<file path="src/rtl/pong_score_keeper.sv">
// pong_score_keeper: two-digit BCD Pong scores with a serve pause, win detection and a held game-over state.
module pong_score_keeper #(
    parameter int WIN_SCORE   = 11,
    parameter int HOLD_CYCLES = 50_000_000,
    parameter int HOLD_W      = 26
) (
    input  logic       clk,
    input  logic       reset,
    input  logic       new_game,
    input  logic       point_l,
    input  logic       point_r,
    output logic [3:0] score_l_tens,
    output logic [3:0] score_l_ones,
    output logic [3:0] score_r_tens,
    output logic [3:0] score_r_ones,
    output logic       serve_en,
    output logic       game_over,
    output logic       winner
);
    typedef enum logic [1:0] {IDLE, HOLD, PLAY, OVER} state_t;
    state_t state_q, state_d;
    logic [3:0] lt_q, lt_d, lo_q, lo_d, rt_q, rt_d, ro_q, ro_d;
    logic [HOLD_W-1:0] cnt_q, cnt_d;
    logic winner_q, winner_d, serve_q, serve_d, over_q, over_d;
    logic prev_l_q, prev_r_q, edge_l, edge_r, hold_done, win;
    logic [7:0] inc_l, inc_r;

    function automatic logic [7:0] bcd_inc(input logic [3:0] t, input logic [3:0] o);
        return (o < 4'd9) ? {t, o + 4'd1} : {t + 4'd1, 4'd0};
    endfunction

    function automatic logic [6:0] bcd_val(input logic [7:0] b);
        return 7'(b[7:4]) * 7'd10 + 7'(b[3:0]);
    endfunction

    assign edge_l    = point_l & ~prev_l_q;
    assign edge_r    = point_r & ~prev_r_q;
    assign inc_l     = bcd_inc(lt_q, lo_q);
    assign inc_r     = bcd_inc(rt_q, ro_q);
    assign hold_done = cnt_q == HOLD_W'(HOLD_CYCLES - 1);
    assign win       = bcd_val(edge_l ? inc_l : inc_r) == 7'(WIN_SCORE);

    always_comb begin
        state_d  = state_q;
        lt_d     = lt_q;
        lo_d     = lo_q;
        rt_d     = rt_q;
        ro_d     = ro_q;
        cnt_d    = cnt_q;
        winner_d = winner_q;
        if (new_game) begin
            state_d  = HOLD;
            {lt_d, lo_d, rt_d, ro_d} = '0;
            cnt_d    = '0;
            winner_d = 1'b0;
        end else if (state_q == PLAY && (edge_l ^ edge_r)) begin
            {lt_d, lo_d} = edge_l ? inc_l : {lt_q, lo_q};
            {rt_d, ro_d} = edge_r ? inc_r : {rt_q, ro_q};
            state_d  = win ? OVER : HOLD;
            winner_d = win ? edge_r : winner_q;
            cnt_d    = '0;
        end else if (state_q == HOLD) begin
            state_d = hold_done ? PLAY : HOLD;
            cnt_d   = hold_done ? '0 : cnt_q + 1'b1;
        end
        serve_d = state_d == PLAY;
        over_d  = state_d == OVER;
    end

    always_ff @(posedge clk) begin
        if (reset) begin
            state_q  <= IDLE;
            {lt_q, lo_q, rt_q, ro_q} <= '0;
            cnt_q    <= '0;
            winner_q <= 1'b0;
            serve_q  <= 1'b0;
            over_q   <= 1'b0;
            prev_l_q <= 1'b1;
            prev_r_q <= 1'b1;
        end else begin
            state_q  <= state_d;
            lt_q     <= lt_d;
            lo_q     <= lo_d;
            rt_q     <= rt_d;
            ro_q     <= ro_d;
            cnt_q    <= cnt_d;
            winner_q <= winner_d;
            serve_q  <= serve_d;
            over_q   <= over_d;
            prev_l_q <= point_l;
            prev_r_q <= point_r;
        end
    end

    assign score_l_tens = lt_q;
    assign score_l_ones = lo_q;
    assign score_r_tens = rt_q;
    assign score_r_ones = ro_q;
    assign serve_en     = serve_q;
    assign game_over    = over_q;
    assign winner       = winner_q;
endmodule

</file>
<file path="config.mk">
export PLATFORM = sky130hd
export DESIGN_NAME = pong_score_keeper
export DESIGN_NICKNAME = d
export VERILOG_FILES = /design/src/rtl/pong_score_keeper.sv
export SDC_FILE = /design/constraint.sdc
export NUM_CORES = 1
export LEC_CHECK = 0
export ABC_CLOCK_PERIOD_IN_PS = 11700
export CORE_UTILIZATION = 51
export CTS_BUF_LIST = sky130_fd_sc_hd__clkbuf_4 sky130_fd_sc_hd__clkbuf_8
export DETAILED_ROUTE_END_ITERATION = 6
export PLACE_DENSITY_LB_ADDON = 0.1
export SYNTH_ARGS = -nofsm -noshare
export SYNTH_HDL_FRONTEND = slang
export SYNTH_SLANG_ARGS = --single-unit
</file>
<file path="constraint.sdc">
create_clock -name clk -period 11.7 [get_ports clk]
set_clock_uncertainty 0.1 [all_clocks]
set_input_delay 2.34 -clock clk [delete_from_list [all_inputs] [get_ports clk]]
set_output_delay 2.34 -clock clk [all_outputs]
set_load 0.02 [all_outputs]
</file>
# Word level (Yosys, flattened, before mapping)
# Index checks and enable logic that the tools add are counted.
# op_classes
bitwise_logic,5
multipliers,1
reduce_logical,6
n_mux,9
n_lt_le_gt_ge,2
eq_ne,6
n_addsub,6
# ops
op,n
$add 26x1->26 const B,1
$eq 26x26->1 const B,1
$mux 26,1
$mux 8,3
$add 4x1->4 const B,4
$mux 2,5
$lt 4x4->1 const B,2
$add 7x4->7,1
$eq 7x4->1 const B,1
$eq 2x2->1 const B,3
$mul 4x3->6 const B,1
$reduce_and 2->1,3
$reduce_or 3->1,1
$and 1x1->1,2
$eq 2x1->1 const B,1
$not 1->1,2
$reduce_or 2->1,1
$logic_and 1x1->1,1
$xor 1x1->1,1
# totals
regBits,49
in_bits,5
elab_cells,46

# Longest topological paths before layout
# depth
ltp_word,10
ltp_mapped,18

# Least setup slack after synthesis
# Ideal clock, no wire load.
# synth_timing
path_type,in2reg
from,in point_l
to,reg serve_q (netlist: serve_en)
slack_ps,6102
t_required_ps,11497
n_path_buf,1
arrival_time_ps,5394
path_stages,15
cell_sequence,and2b_1 -> clkbuf_1 -> nand3_1 -> and2_1 -> xnor2_1 -> ha_1 -> fa_1 -> nand4b_1 -> nor4_1 -> a2111oi_2 -> nand4b_1 -> nor4b_1 -> mux2i_1 -> a21o_1 -> a2111oi_2
# synth_between
elab_chain_len,9
elab_cells_between_ends,11
classes_between,1 x add/sub; 1 x mul; 2 x eq/ne; 4 x mux; 2 x bitwise; 1 x reduce/logical
# synth_rtl
item,line_no,source
"start, declared",10,"input logic point_l,"
$and 1x1->1 (*),36,assign edge_l = point_l & ~prev_l_q;
$mux 8,41,assign win = bcd_val(edge_l ? inc_l : inc_r) == 7'(WIN_SCORE);
$mul 4x3->6,33,return 7'(b[7:4]) * 7'd10 + 7'(b[3:0]);
$add 7x4->7,33,
$eq 7x4->1,41,
$mux 2,59,state_d = win ? OVER : HOLD;
$mux 2 (*),56,end else if (state_q == PLAY && (edge_l ^ edge_r)) begin
$mux 2 (*),51,if (new_game) begin
$eq 2x2->1 (*),66,serve_d = state_d == PLAY;
"end signal, assigned",88,serve_q <= serve_d;
"end, declared",24,"logic winner_q, winner_d, serve_q, serve_d, over_q, over_d;"
# Mark *: on every way between the ends. The rest lies on a longest branch, timed or not.
# A chain may end at the register's enable or synchronous reset.

# Final worst setup path
# Ends and elaborated chain as after synthesis.

==> implementation parameters <==
Parameter                              Value

Global route
  Largest net degree at the start of global routing    19
  Total routing usage reported by global routing    21.79%
  Initial antenna violation count    0
  GR Overflow Total    0
  Vias in the first global route    2349
  Global-route wire length before repair    10550 um

Detailed routing
  Wire length per cell after detailed routing    13.76 um
  Vias per cell    5.719
  Drt first pass iters    4
  Detailed-route DRC error count    0
  Detailed-routed wire length on met2    2929 um
  Number of DRC markers after the initial detailed-route iteration    73
  Met1 routed wirelength after detailed routing    2885 um
  DRT antenna net count    0
  Via Count    2545
  Met3 routed WL    152 um
  Total Wirelength    6125 um
  Highest signal layer in the routed design    met4

Synth
  Dominant cell type by area after synthesis    sky130_fd_sc_hd__dfxtp_1
  Synthesis-stage register bit count    49
  Share of Yosys cell area claimed by the top area cell type    33.76%
  Most area-consuming cells after synthesis    sky130_fd_sc_hd__dfxtp_1 (34%), sky130_fd_sc_hd__xor2_1 (6.0%), sky130_fd_sc_hd__nor2_1 (5.7%), sky130_fd_sc_hd__ha_1 (5.2%), sky130_fd_sc_hd__a21oi_1 (4.7%)
  Syn. warnings    0
  Mean post-synth cell area    8.230 um2
  Syn_nets    371
  Post-synthesis instance area    2905 um2
  Asr flop ratio synth    0%
  Synthesized instance count    353
  Primary FF master, synth    sky130_fd_sc_hd__dfxtp_1
  Proportion of synthesized chip area in sequential cells    33.76%
  Number of different library cells in the post-synthesis netlist    50
  Count of flip-flops with a built-in enable after synthesis    0

Timing
  Final cycle utilization of the critical path    52.50%
  Unrepaired setup endpoints after global routing    false
  Total negative slack    0 ns
  Worst max-slew margin expressed relative to the limit    44.44%
  Least setup slack across all paths after layout    5.558 ns
  Final Critical Period    6.142 ns
  Final number of max-transition violations    0
  Setup violation total in the final timing report    0
  Fmax    0.1628 GHz
  Transition at the pin with the smallest max-transition slack    0.8317 ns
  Final hold slack    0.3996 ns
  Final Hold Viols    0

Clocking
  CTS tree    done
  Clock Path Buffers    2
  CTS Hold Buffers Added    0
  Num CTS Buffers    5
  H-tree depth reported by CTS    2
  Post-cts sizing count    0
  Clock slew at the register clock pins of the worst setup and hold paths    0.09 ns
  Cell at the root of the clock tree    sky130_fd_sc_hd__clkbuf_8
  Clock sink count    49
  Total setup buffers inserted after CTS    0
  Clock latency on the worst-skew pair    0.30 ns

Floorplanning
  Boundary Pins    24
  # rows    27
  CORE AREA    5507 um2
  Die boundary width    77.48 um
  Vertical die dimension    77.48 um
  Starting density of the core    52.76%
  Die area    6002 um2

Setup path
  Kind of end point of the critical path    flop
  Worst-path maximum fanout    12
  Data required time at the worst endpoint    11.81 ns
  Setup Crit Path Kind    in -> reg
  Crit path launch type    primary input
  Worst setup path startpoint    point_l
  Origin of the critical flop-to-flop path    score_r_ones[0]
  Number of cell instances on the worst register-to-register path    17
  Worst EP arrival    6.25 ns

Placement
  Post-DP HPWL    4457 um
  Place WS    5.274 ns
  Placed inst area    3174 um2
  Number of port buffers    23
  Global placer's final weighted congestion    0.8457

Hold path
  Worst min-delay path startpoint    score_r_ones[1]
  Worst hold path class    reg -> reg
  Number of cells on the worst hold path    2

Pwr
  Worst vdd ir    0.04857 mV
  Power per standard cell area    86.87 nW/um2
  Static leakage    1.114 nW

Run status
  Status    finished clean

Finish
  Post-synthesis to final-layout area growth    12.19%
  Layout cells sized above 1    6.971%
  Final #Nets    391
  Number of diodes    0
  Post-layout instance area    3259 um2

Job
  Max cap viols    0
[worst max-delay path, cell delays in order]
cell                              delay (ns)
sky130_fd_sc_hd__clkdlybuf4s50_1        0.55
sky130_fd_sc_hd__and2b_1                0.37
sky130_fd_sc_hd__nand3_1                0.14
sky130_fd_sc_hd__and2_1                 0.19
sky130_fd_sc_hd__xnor2_1                0.13
sky130_fd_sc_hd__ha_1                   0.21
sky130_fd_sc_hd__fa_1                   0.48
sky130_fd_sc_hd__nand4b_1               0.15
sky130_fd_sc_hd__nor4_1                 0.06
sky130_fd_sc_hd__a2111oi_2              0.35
sky130_fd_sc_hd__nand4b_1               0.22
sky130_fd_sc_hd__nor4b_1                0.34
sky130_fd_sc_hd__mux2i_1                0.16
sky130_fd_sc_hd__a21o_1                 0.22
sky130_fd_sc_hd__a2111oi_2              0.34
[where the power goes]
part           internal, W  switching [W]
registers         0.000167    0.000000732
clock network    0.0000439      0.0000580
logic           0.00000450     0.00000867
total             0.000216      0.0000674
[routing by layer]
layer  up-vias  GRT usage [%]
met5         -              0
met4         0          10.00
met3        15          3.529
met2        39          39.29
met1      1181          24.96
li1       1310              -
[per-stage QoR]
step,power [W],std cells,utilization (%)
5_1_grt,0.0002937,445,59.19
3_3_place_gp,0.0001852,438,57.65
4_1_cts,0.0002858,445,59.19
2_1_floorplan,0.0001812,353,-
6_report,0.0002832,445,59.19
3_5_place_dp,0.0001853,438,57.65
[flip-flops by register name, indices dropped and copies added (netlist names)]
register and flops:
state_q 2, score_l_tens 4, winner 1, serve_en 1, game_over 1, score_r_tens 4
prev_l_q 1, prev_r_q 1, score_r_ones 4, score_l_ones 4, cnt_q 26
[cell usage in the layout (no fill, tap or decap), types with 11 or more instances in the layout]
master                            instances
sky130_fd_sc_hd__nor2_1                  44
sky130_fd_sc_hd__nand3_1                 21
sky130_fd_sc_hd__ha_1                    12
sky130_fd_sc_hd__a21oi_1                 27
sky130_fd_sc_hd__dfxtp_1                 49
sky130_fd_sc_hd__inv_1                   11
sky130_fd_sc_hd__nand2_1                 21
sky130_fd_sc_hd__or3_1                   11
sky130_fd_sc_hd__nand4_1                 13
sky130_fd_sc_hd__clkdlybuf4s50_1         23
sky130_fd_sc_hd__xor2_1                  20
sky130_fd_sc_hd__o21ai_0                 14
[synth_stat cells (2+ instances only)]
library cell / n
sky130_fd_sc_hd__nand4_1: 13
sky130_fd_sc_hd__a211oi_1: 5
sky130_fd_sc_hd__or3_1: 11
sky130_fd_sc_hd__xor2_1: 20
sky130_fd_sc_hd__or4bb_1: 2
sky130_fd_sc_hd__nand4b_1: 5
sky130_fd_sc_hd__nor4b_1: 4
sky130_fd_sc_hd__nor3_1: 7
sky130_fd_sc_hd__or2_2: 3
sky130_fd_sc_hd__buf_2: 2
sky130_fd_sc_hd__a2111oi_2: 2
sky130_fd_sc_hd__ha_1: 12
sky130_fd_sc_hd__and2_1: 4
sky130_fd_sc_hd__a21o_1: 2
sky130_fd_sc_hd__dfxtp_1: 49
sky130_fd_sc_hd__nor2b_1: 4
sky130_fd_sc_hd__clkbuf_1: 7
sky130_fd_sc_hd__nand2_1: 21
sky130_fd_sc_hd__nor3b_2: 2
sky130_fd_sc_hd__nor4_1: 5
sky130_fd_sc_hd__nand3_1: 21
sky130_fd_sc_hd__mux2i_1: 2
sky130_fd_sc_hd__and3_1: 10
sky130_fd_sc_hd__nand2b_1: 5
sky130_fd_sc_hd__nor3b_1: 4
sky130_fd_sc_hd__buf_6: 2
sky130_fd_sc_hd__inv_1: 11
sky130_fd_sc_hd__a21oi_1: 27
sky130_fd_sc_hd__xnor2_1: 8
sky130_fd_sc_hd__a211oi_2: 2
sky130_fd_sc_hd__a31oi_1: 6
sky130_fd_sc_hd__o21ai_0: 14
sky130_fd_sc_hd__nor2_1: 44
[path summary, 6_finish.rpt]
kind | to | slack, ns
worst max-delay path | serve_en | 5.56
worst min-delay path | score_r_ones[1] | 0.40
worst max register to register | serve_en | 7.14
worst min register to register | score_r_ones[1] | 0.40
[layout make-up]
type / count / area, um2
Clock buffer: 6 / 76.32
Clock inverter: 1 / 8.758
Fill cell: 511 / 2247
Inverter: 11 / 41.29
Multi-Input combinational cell: 282 / 1824
Sequential cell: 49 / 980.9
Tap cell: 72 / 90.09
Timing Repair Buffer: 24 / 237.7
[kinds of logic (layout without fill, tap and decap cells)]
group | Yosys count | in the layout | synth area share, %
and+or+nand+nor | 173 | 173 | 33.07
xor gates and xnor gates | 28 | 28 | 8.441
AOI/OAI and AO/OA | 66 | 66 | 14.73
adders and majority gates | 13 | 13 | 5.857
muxes | 2 | 2 | 0.6891
buffers and inverters | 22 | 42 | 3.445
DFF | 49 | 49 | 33.76
Note: power is estimated with default switching activity, not from simulation.
